--- src/rtl/keypad_pkg.sv ---
// Shared widths and FSM state type for the keypad receive path.
package keypad_pkg;

  localparam int CODE_W   = 4;
  localparam int ONEHOT_W = 16;

  typedef enum logic {
    IDLE = 1'b0,
    HOLD = 1'b1
  } kd_state_t;

endpackage

--- src/rtl/keycode_decoder_if.sv ---
// Encoder-to-decoder bus: key code and strobe in, decoded press status out.
interface keycode_decoder_if
  import keypad_pkg::*;
#(
  parameter int CNT_W = 8
);

  logic [CODE_W-1:0]   code;
  logic                strobe;
  logic [ONEHOT_W-1:0] onehot;
  logic                valid;
  logic [CODE_W-1:0]   last_code;
  logic [CNT_W-1:0]    evt_count;

  modport master (
    output code,
    output strobe,
    input  onehot,
    input  valid,
    input  last_code,
    input  evt_count
  );

  modport slave (
    input  code,
    input  strobe,
    output onehot,
    output valid,
    output last_code,
    output evt_count
  );

endinterface

--- src/rtl/dec4to16.sv ---
// Combinational 4-to-16 decoder: decoded = 1 << code.
module dec4to16
  import keypad_pkg::*;
(
  input  logic [CODE_W-1:0]   code,
  output logic [ONEHOT_W-1:0] decoded
);

  always_comb begin
    decoded       = '0;
    decoded[code] = 1'b1;
  end

endmodule

--- src/rtl/keycode_decoder.sv ---
// Press detector: registers a one-hot key vector for HOLD_TICKS cycles per
// strobe rising edge, retriggerable, with a sticky last code and event count.
module keycode_decoder
  import keypad_pkg::*;
#(
  parameter int HOLD_TICKS = 100,
  parameter int CNT_W      = 8
) (
  input logic             hz100,
  input logic             reset,
  keycode_decoder_if.slave bus
);

  localparam int                 TIMER_W    = $clog2(HOLD_TICKS + 1);
  localparam logic [TIMER_W-1:0] TIMER_LOAD = TIMER_W'(HOLD_TICKS - 1);

  kd_state_t           state, state_d;
  logic                strobe_q;
  logic                rise;
  logic [TIMER_W-1:0]  timer, timer_d;
  logic [ONEHOT_W-1:0] decoded;
  logic [ONEHOT_W-1:0] onehot_q, onehot_d;
  logic                valid_q, valid_d;
  logic [CODE_W-1:0]   last_code_q, last_code_d;
  logic [CNT_W-1:0]    evt_q, evt_d;

  dec4to16 u_dec (
    .code    (bus.code),
    .decoded (decoded)
  );

  // strobe_q resets high so a key held through reset release is not a press
  always_ff @(posedge hz100) begin
    if (reset) begin
      state       <= IDLE;
      strobe_q    <= 1'b1;
      timer       <= '0;
      onehot_q    <= '0;
      valid_q     <= 1'b0;
      last_code_q <= '0;
      evt_q       <= '0;
    end else begin
      state       <= state_d;
      strobe_q    <= bus.strobe;
      timer       <= timer_d;
      onehot_q    <= onehot_d;
      valid_q     <= valid_d;
      last_code_q <= last_code_d;
      evt_q       <= evt_d;
    end
  end

  // A rise takes priority over expiry, so a press on the last hold cycle
  // extends the hold without valid ever dropping.
  always_comb begin
    rise        = bus.strobe & ~strobe_q;
    state_d     = state;
    timer_d     = timer;
    onehot_d    = onehot_q;
    valid_d     = valid_q;
    last_code_d = last_code_q;
    evt_d       = evt_q;

    case (state)
      IDLE: begin
        if (rise) begin
          state_d     = HOLD;
          timer_d     = TIMER_LOAD;
          onehot_d    = decoded;
          valid_d     = 1'b1;
          last_code_d = bus.code;
          evt_d       = evt_q + CNT_W'(1);
        end
      end
      HOLD: begin
        if (rise) begin
          state_d     = HOLD;
          timer_d     = TIMER_LOAD;
          onehot_d    = decoded;
          valid_d     = 1'b1;
          last_code_d = bus.code;
          evt_d       = evt_q + CNT_W'(1);
        end else if (timer == '0) begin
          state_d  = IDLE;
          onehot_d = '0;
          valid_d  = 1'b0;
        end else begin
          timer_d = timer - TIMER_W'(1);
        end
      end
      default: begin
        state_d  = IDLE;
        onehot_d = '0;
        valid_d  = 1'b0;
      end
    endcase
  end

  assign bus.onehot    = onehot_q;
  assign bus.valid     = valid_q;
  assign bus.last_code = last_code_q;
  assign bus.evt_count = evt_q;

endmodule

--- src/flat_wrapper.sv ---
// flat-port wrapper written by rule: the top's interface ports become plain ports
module keycode_decoder_flat import keypad_pkg::*;
#(
  parameter int HOLD_TICKS = 100,
  parameter int CNT_W      = 8
)
  (hz100, reset, bus_code, bus_strobe, bus_onehot, bus_valid, bus_last_code, bus_evt_count);
  keycode_decoder_if #(.CNT_W(CNT_W)) bus_i ();
  input logic hz100;
  input logic reset;
  input wire logic [$bits(bus_i.code)-1:0] bus_code;
  input wire logic [$bits(bus_i.strobe)-1:0] bus_strobe;
  output wire logic [$bits(bus_i.onehot)-1:0] bus_onehot;
  output wire logic [$bits(bus_i.valid)-1:0] bus_valid;
  output wire logic [$bits(bus_i.last_code)-1:0] bus_last_code;
  output wire logic [$bits(bus_i.evt_count)-1:0] bus_evt_count;
  assign bus_i.code = bus_code;
  assign bus_i.strobe = bus_strobe;
  assign bus_onehot = bus_i.onehot;
  assign bus_valid = bus_i.valid;
  assign bus_last_code = bus_i.last_code;
  assign bus_evt_count = bus_i.evt_count;
  keycode_decoder #(.HOLD_TICKS(HOLD_TICKS), .CNT_W(CNT_W)) u_core (.hz100(hz100), .reset(reset), .bus(bus_i));
endmodule
--- config.mk ---
export PLATFORM = sky130hd
export DESIGN_NAME = keycode_decoder_flat
export DESIGN_NICKNAME = d
export VERILOG_FILES = /design/src/rtl/keypad_pkg.sv /design/src/rtl/keycode_decoder_if.sv /design/src/rtl/dec4to16.sv /design/src/rtl/keycode_decoder.sv /design/src/flat_wrapper.sv
export SDC_FILE = /design/constraint.sdc
export NUM_CORES = 1
export LEC_CHECK = 0
export ABC_CLOCK_PERIOD_IN_PS = 1460
export CORE_UTILIZATION = 30
export DETAILED_ROUTE_END_ITERATION = 8
export PLACE_DENSITY = 0.59
export SLEW_MARGIN = 10
export SYNTH_ARGS = -nofsm -noshare
export SYNTH_HDL_FRONTEND = slang
export SYNTH_HIERARCHICAL = 1
export SYNTH_SLANG_ARGS = --single-unit
--- constraint.sdc ---
create_clock -name hz100 -period 1.46 [get_ports hz100]
set_input_delay 0.219 -clock hz100 [delete_from_list [all_inputs] [get_ports hz100]]
set_output_delay 0.219 -clock hz100 [all_outputs]
set_load 0.01 [all_outputs]
* Yosys cells after proc, flatten, opt, wreduce, memory -nomap -nowiden
Index checks and enable logic that the tools add are counted.
** Storage, ports and cells
- Register bits after elaboration :: 38
- Logic and storage cells :: 41
- Input port bits :: 7
- Output and inout bits :: 29
** Operators by class
- Equality and inequality tests :: 3
- Bitwise gates (word level) :: 3
- Add/sub/neg operators :: 2
- $lt $le $gt $ge :: 2
- Mux-type cells :: 20
- Reductions and logical operators :: 4
** Operator list (number)
- 16-bit two-way mux :: 3
- 16-bit one-hot mux with 2 select lines :: 1
- 7-bit two-way mux :: 3
- 7-bit one-hot mux with 2 select lines :: 1
- 8-bit by 1-bit adder with 8-bit output (second input constant) :: 1
- 8-bit two-way mux :: 1
- 7-bit zero test :: 1
- 1-bit two-way mux :: 7
- 7-bit by 1-bit subtractor with 7-bit output (second input constant) :: 1
- 3-bit inequality test (second input constant) :: 2
- 4-bit by 5-bit less-than comparator with 1-bit output (second input constant) :: 1
- 1-bit demux with 4-bit select :: 1
- 4-bit by 1-bit greater-or-equal comparator with 1-bit output (second input constant) :: 1
- 4-bit two-way mux :: 1
- 1-bit one-hot mux with 2 select lines :: 2
- 2-bit AND reduction :: 2
- 2-bit by 1-bit inequality test with 1-bit output (second input constant) :: 1
- 1-bit NOT :: 2
- 1-bit bitwise AND :: 1
- 1-bit logical AND :: 1

* Logic depth before layout (Yosys ltp)
Gate-level depths: netlist of the first run.
- Depth after elaboration :: 6
- Depth in mapped cells :: 7
- Gate-level depth less buffers :: 5

* Cells and area by module
The synthesis of the first run kept the hierarchy.
** By module, submodules not included
- keycode_decoder :: sequential area each 760.7 um2, area each 1696.6 um2, instances 1, cells an instance 190
- dec4to16 :: sequential area each 0.0 um2, area each 226.5 um2, instances 1, cells an instance 20

* Worst setup path after synthesis of the first run
Ideal clock, no wire load.
- Kind :: reg-to-reg
- From :: register u_core.timer[2]
- To :: register u_core.timer[3]
- Data arrival time :: 1.387 ns
- Path slack :: -0.051 ns
- Setup time :: 0.123 ns
- Period minus slack after synthesis :: 1.511 ns
- Path buffers :: 0
- Required time :: 1.337 ns
- Cell stages (with the launch flop) :: 4
- Cells stage by stage :: dfxtp_1 or4_4 o2111ai_2 mux2_1
** On the way
- Longest elaborated chain between the ends :: 4
- Elaborated cells on any way between the ends :: 7
- Those cells by class :: 1 x add/sub; 1 x eq/ne; 3 x mux; 2 x reduce/logical
** Ends and longest elaborated chain
- start: declaration :: line keycode_decoder.sv:20 : logic [TIMER_W-1:0] timer, timer_d;
- start signal: assignment :: line keycode_decoder.sv:45 : timer <= timer_d;
- 7-bit by 1-bit subtractor with 7-bit output :: line keycode_decoder.sv:88 : timer_d = timer - TIMER_W'(1);
- 7-bit two-way mux :: line keycode_decoder.sv:83 : end else if (timer == '0) begin
- 7-bit two-way mux :: line keycode_decoder.sv:76 : if (rise) begin
- 7-bit one-hot mux with 2 select lines :: line keycode_decoder.sv:64 : case (state)
Several ways; a longest one is shown, not always the timed one. The select of a mux whose other input is x is not followed.
A chain may end at the register's enable or synchronous reset.

* Worst setup path after layout of the first run
- From :: register u_core.timer[5]
- To :: register u_core.timer[3]
** On the way
- Longest elaborated chain between the ends :: 3
** Ends and longest elaborated chain (line)
- 7-bit zero test :: keycode_decoder.sv:83
- 3-bit inequality test (no source line)
- 2-bit AND reduction (no source line)
Every way passes these cells.

==> results.tsv, run 1 <==
metric	value	unit
status	finished, violations left	
violated checks	setup timing	
most used flip-flop cell after synthesis	dfxtp_1	
crit path launch type	flop	
Post-synth EDFFs	0	
Die Y	82.07	um
DIE AREA	6735	um2
clock slew at reported path FFs	0.07	ns
# diodes	0	
Core Rows	28	
cell area after synthesis	1923	um2
via count	1713	
Leakage	0.001026	uW
Routed WL per cell	12.58	um
max incr delay on CP	0.54	ns
Crit path max-delay family	simple AND/OR/NAND/NOR gates	
initial antenna violation count	0	
hold crit path type	input port to flop	
CP Capture Type	flop	
fin crit share	101.7	%
synth unique cells	47	
Total Power	2206	uW
worst setup path class	flop to flop	
Final Setup Violations	1	
pwr/cell area	822.8	nW/um2
core footprint	6061	um2
max-capacitance violation count	0	
crit path max fanout	2	
Die W	82.07	um
largest net degree at the start of global routing	43	
Root Driver	clkbuf_8	
htree depth	2	
final core occ	44.24	%
Total GRT Usage	13.29	%
RSZ-0062 raised after global routing	yes	
Min Clock Period, post-route	1.485	ns
share of layout cells above drive strength 1	21.89	%
drt initial violations	54	
Buf/Inv on CP	0	
sequential element share of the synthesized area	39.56	%
worst relative slew slack	71.05	%
Setup Fix Bufs, Post-CTS	0	
worst-margin pin slew	0.4282	ns
Post-Route WL	4276	um
first-pass GRT wire length	6969	um
TritonCTS clock tree	yes	
synthesized net count	219	
clk buf depth	2	
clock skew	0.007530	ns
Setup WS post-layout	-0.02464	ns
arrival time at the worst endpoint	1.66	ns
Slowest cell on crit path	or4_4	
grt total ovfl	0	
First-pass DRT Iterations	4	
initial core utilization	31.73	%
drt drc	0	
clk_lat worst skew	0.28	ns
CTS Buf Count	5	
vias per cell	5.038	
clk sinks	38	
Mapped Cells	210	
synthesized area per cell	9.158	um2
antenna-violating nets left	0	
Worst EP required	1.64	ns
sum of negative setup slack	-0.02464	ns
pins over their slew limit	0	
P&R area growth vs syn	39.43	%
vias in the first global route	1544	
Ys Warns	6	
Port Buffers	35	
hpwl dp	2868	um
CP cell instances	or4_4 -> o2111ai_2 -> mux2_4	
Async SR Flop Fraction	0	%
Yosys reg bits	38	
placed cell areas	2545	um2
Hold Violations, Final	0	
final RePlAce weighted congestion	0.7967	
nets	273	
FMAX	673.6	MHz
most frequent cells in the layout	dfxtp_1 (36), clkdlybuf4s50_1 (27), buf_4 (26)	
peak supply drop	0.0004438	V
cell area after layout	2681	um2
commonest non-fill, non-tap cell in the layout	dfxtp_1	
io pins	36	
==> metal layers <==
metal,wire (um),GRT usage [%]
met2,2014,22.15
met3,117,3.000
met4,12,3.684
met5,0,0
met1,2131,17.03
==> cell families after synthesis <==
family / Yosys count / synth area share (%)
and+or+nand+nor: 80 / 29.93
AOI/OAI and AO/OA: 45 / 17.37
buffers and inverters: 40 / 9.173
DFF: 38 / 39.56
muxes: 3 / 1.757
xor gates and xnor gates: 2 / 0.9110
adders and majority gates: 2 / 1.301
==> synth_stat cells, types with 6 or more instances <==
library cell / count / share of area [%]
nand2_1: 16 / 3.1
a21oi_1: 10 / 2.6
dfxtp_1: 38 / 40
inv_1: 22 / 4.3
clkbuf_1: 6 / 1.2
o32ai_1: 16 / 7.3
nand3b_1: 17 / 6.6
nor2_1: 6 / 1.2
nor2b_1: 6 / 2.0
==> worst register-to-register path: cells and delay by family, from the launching register on <==
family / cells / cell delay [ns]
mux: 1 / 0.31
simple gates: 1 / 0.54
flops: 1 / 0.32
compound gates: 1 / 0.21
==> power breakdown <==
| group | internal [uW] | switching (uW) | total [uW] |
|---|---|---|---|
| combinational | 198 | 181 | 379 |
| clock | 381 | 363 | 744 |
| sequential | 1060 | 18.2 | 1080 |
==> timing repair <==
action	in CTS	in global routing
endpoints found under the setup margin	21	26
pin swaps	0	2
hold buffers	0	0
resized for setup	6	9
==> layout make-up <==
type	count	area [um2]
fillers	586	3379
clock inverters	1	5.005
flip-flops and latches	38	763.2
inverters	22	82.58
repair buffers	65	630.6
well taps	75	93.84
clock buffers	7	86.33
multi-input cells	132	1020
==> metrics by stage <==
stage | setup WS (ns) | hold slack, ns | cells
detailed placement | -0.2319 | 0.4494 | 332
finish | -0.02464 | 0.3112 | 340
global route | -0.04827 | 0.3129 | 340
floorplan | -0.01451 | 0.3256 | 210
global placement | -0.1922 | 0.4511 | 332
CTS | -0.01968 | 0.2993 | 340
==> worst paths after layout <==
kind	startpoint	endpoint	slack, ns	cells past startpoint
worst max-delay path	u_core/timer[5]	u_core/timer[3]	-0.02	3
worst min-delay path	reset	u_core/bus.evt_count[0]	0.31	2
worst max register to register	u_core/timer[5]	u_core/timer[3]	-0.02	3
worst min register to register	u_core/bus.last_code[1]	u_core/bus.last_code[1]	0.46	2
==> flip-flops by register name, indices dropped and copies added, names as in the netlist <==
signal,flops
u_core/bus.valid,1
u_core/bus.evt_count,8
u_core/state,1
u_core/bus.last_code,4
u_core/bus.onehot,16
u_core/strobe_q,1
u_core/timer,7
No activity file was read; power rests on OpenSTA's default activity.
==> inputs of run 2 (changes only) <==
--- a/config.mk
+++ b/config.mk
@@ -7,9 +7,9 @@
 export LEC_CHECK = 0
 export ABC_CLOCK_PERIOD_IN_PS = 1460
 export CORE_UTILIZATION = 30
+export CTS_BUF_LIST = sky130_fd_sc_hd__clkbuf_4
 export DETAILED_ROUTE_END_ITERATION = 8
 export PLACE_DENSITY = 0.59
-export SLEW_MARGIN = 10
 export SYNTH_ARGS = -nofsm -noshare
 export SYNTH_HDL_FRONTEND = slang
 export SYNTH_HIERARCHICAL = 1
==> run 2 against run 1 <==
The flow still finishes with violations (setup timing); utilization fell by 1.1 points; clock skew rose by 0.0033 ns; routed wire length rose by 0.56%; non-clock buffer count did not move; global-route usage rose by 0.44 points; die area did not move; hold slack got worse by 0.058 ns; first-iteration DRC count fell by 3.7%; sequential power barely moved; register-to-register slack barely moved; largest power group unchanged.
==> results.tsv, run 2 (synthesized netlist as in run 1, its figures left out) <==
metric	value	unit	change
clk sinks	38		unchanged
fin crit share	101.9	%	was 101.7%
Total Power	2006	uW	was 2206 uW
initial core utilization	31.73	%	unchanged
drt initial violations	52		was 54
crit path max fanout	2		unchanged
io pins	36		unchanged
share of layout cells above drive strength 1	23.40	%	was 21.89%
hold crit path type	input port to flop		unchanged
final core occ	43.13	%	was 44.24%
Port Buffers	35		unchanged
Hold Violations, Final	0		unchanged
TritonCTS clock tree	yes		unchanged
CP Capture Type	flop		unchanged
Worst EP required	1.70	ns	was 1.64 ns
crit path launch type	flop		unchanged
Die W	82.07	um	unchanged
Leakage	0.001089	uW	was 0.001026 uW
hpwl dp	2868	um	unchanged
Core Rows	28		unchanged
Flop pwr share	53.9	%	was 49.1%
status	finished, violations left		unchanged
first-pass GRT wire length	7031	um	was 6969 um
antenna-violating nets left	0		unchanged
vias in the first global route	1565		was 1544
Total GRT Usage	13.73	%	was 13.29%
First-pass DRT Iterations	4		unchanged
clock power share	27.4	%	was 33.7%
grt total ovfl	0		unchanged
path depth of the worst reg2reg path	3		unchanged
clk buf depth	2		unchanged
via count	1724		was 1713
Min Clock Period, post-route	1.488	ns	was 1.485 ns
NetSw	548.5	uW	was 562.1 uW
final RePlAce weighted congestion	0.7967		unchanged
P&R area growth vs syn	35.91	%	was 39.43%
Non-Filler Instances	340		unchanged
initial antenna violation count	0		unchanged
Setup WS post-layout	-0.02755	ns	was -0.02464 ns
Net Sw Frac	27.34	%	was 25.48%
FMAX	672.2	MHz	was 673.6 MHz
worst setup path class	flop to flop		unchanged
DIE AREA	6735	um2	unchanged
violated checks	setup timing		unchanged
combinational share of power	18.6	%	was 17.2%
max-capacitance violation count	0		unchanged
nets	273		unchanged
arrival time at the worst endpoint	1.73	ns	was 1.66 ns
max FFs per register	16		unchanged
peak supply drop	0.0003223	V	was 0.0004438 V
clk_lat worst skew	0.34	ns	was 0.28 ns
RSZ-0062 raised after global routing	yes		unchanged
htree depth	2		unchanged
Final Setup Violations	1		unchanged
CTS Hold Bufs	0		unchanged
Inst Count DP	332		unchanged
worst relative slew slack	70.99	%	was 71.05%
Die Y	82.07	um	unchanged
Post-Route WL	4300	um	was 4276 um
hold path cells	2		unchanged
CTS Buf Count	5		unchanged
sum of negative setup slack	-0.02755	ns	was -0.02464 ns
Root Driver	clkbuf_4		was clkbuf_8
vias per cell	5.071		was 5.038
most frequent cells in the layout	dfxtp_1 (32), dlygate4sd2_1 (26), buf_4 (26)		was dfxtp_1 (36), clkdlybuf4s50_1 (27), buf_4 (26)
internal power	1458	uW	was 1644 uW
clock slew at reported path FFs	0.11	ns	was 0.07 ns
commonest non-fill, non-tap cell in the layout	dfxtp_1		unchanged
Routed WL per cell	12.65	um	was 12.58 um
core footprint	6061	um2	unchanged
# diodes	0		unchanged
clock skew	0.01080	ns	was 0.007530 ns
drt drc	0		unchanged
worst-margin pin slew	0.4291	ns	was 0.4282 ns
pins over their slew limit	0		unchanged
largest net degree at the start of global routing	43		unchanged
pwr/cell area	767.5	nW/um2	was 822.8 nW/um2
## run 2: cell types whose count changed in the layout (fill, tap and decap cells not counted), moves of 2 or more
cell | previous run | this run
clkbuf_8 | 6 | 0
dlymetal6s2s_1 | 5 | 3
dfxtp_2 | 2 | 6
dfxtp_1 | 36 | 32
dlygate4sd2_1 | 2 | 26
clkbuf_4 | 0 | 6
clkdlybuf4s50_1 | 27 | 5
## run 2: timing repair
item / in CTS / in global routing
gates resized for setup: 34 / 7
setup buffers: 0 / 0
setup endpoints to repair: 45 / 25
hold endpoints to repair: 0 / 0
pin swaps: 1 / 1
## run 2: routing by layer
layer,GRT usage (%),routed length (um),up-vias
met1,16.83,2132,820
li1,-,-,880
met4,5.263,40,0
met2,22.73,2034,22
met3,3.667,93,2
met5,0,0,-
## run 2: cell type report
cell class	instances	area (um2)
multi-input cells	132	1020
clock buffers	6	45.04
inverters	22	82.58
flip-flops and latches	38	768.2
fillers	602	3447
clock inverters	2	8.758
well taps	75	93.84
repair buffers	65	595.6
## run 2: path summary, 6_finish.rpt
kind / startpoint / endpoint / slack (ns)
max: u_core/timer[5] / u_core/timer[3] / -0.03
min: reset / u_core/bus.evt_count[2] / 0.25
max reg2reg: u_core/timer[5] / u_core/timer[3] / -0.03
min reg2reg: u_core/bus.last_code[1] / u_core/bus.last_code[1] / 0.46
## run 2: per-stage QoR
stage	cell area (um2)	setup WS [ns]	hold slack, ns
4_1_cts	2581	-0.02325	0.2272
6_report	2614	-0.02755	0.2530
3_3_place_gp	2545	-0.1922	0.4511
2_1_floorplan	1924	-0.01451	0.3256
5_1_grt	2614	-0.05291	0.2301
3_5_place_dp	2545	-0.2319	0.4494
## run 2: power by group through the flow
stage / Sequential [uW] / Combinational (uW) / Clock (uW)
6_report: 1080 / 374 / 550
3_3_place_gp: 1110 / 359 / 0
5_1_grt: 1090 / 409 / 621
2_1_floorplan: 1110 / 187 / 0
4_1_cts: 1080 / 364 / 579
3_5_place_dp: 1100 / 363 / 0
## run 2: critical path, stage by stage (launching register included)
cell       delay [ns]
dfxtp_1          0.33
or4_4            0.54
o2111ai_2        0.21
mux2_4           0.31
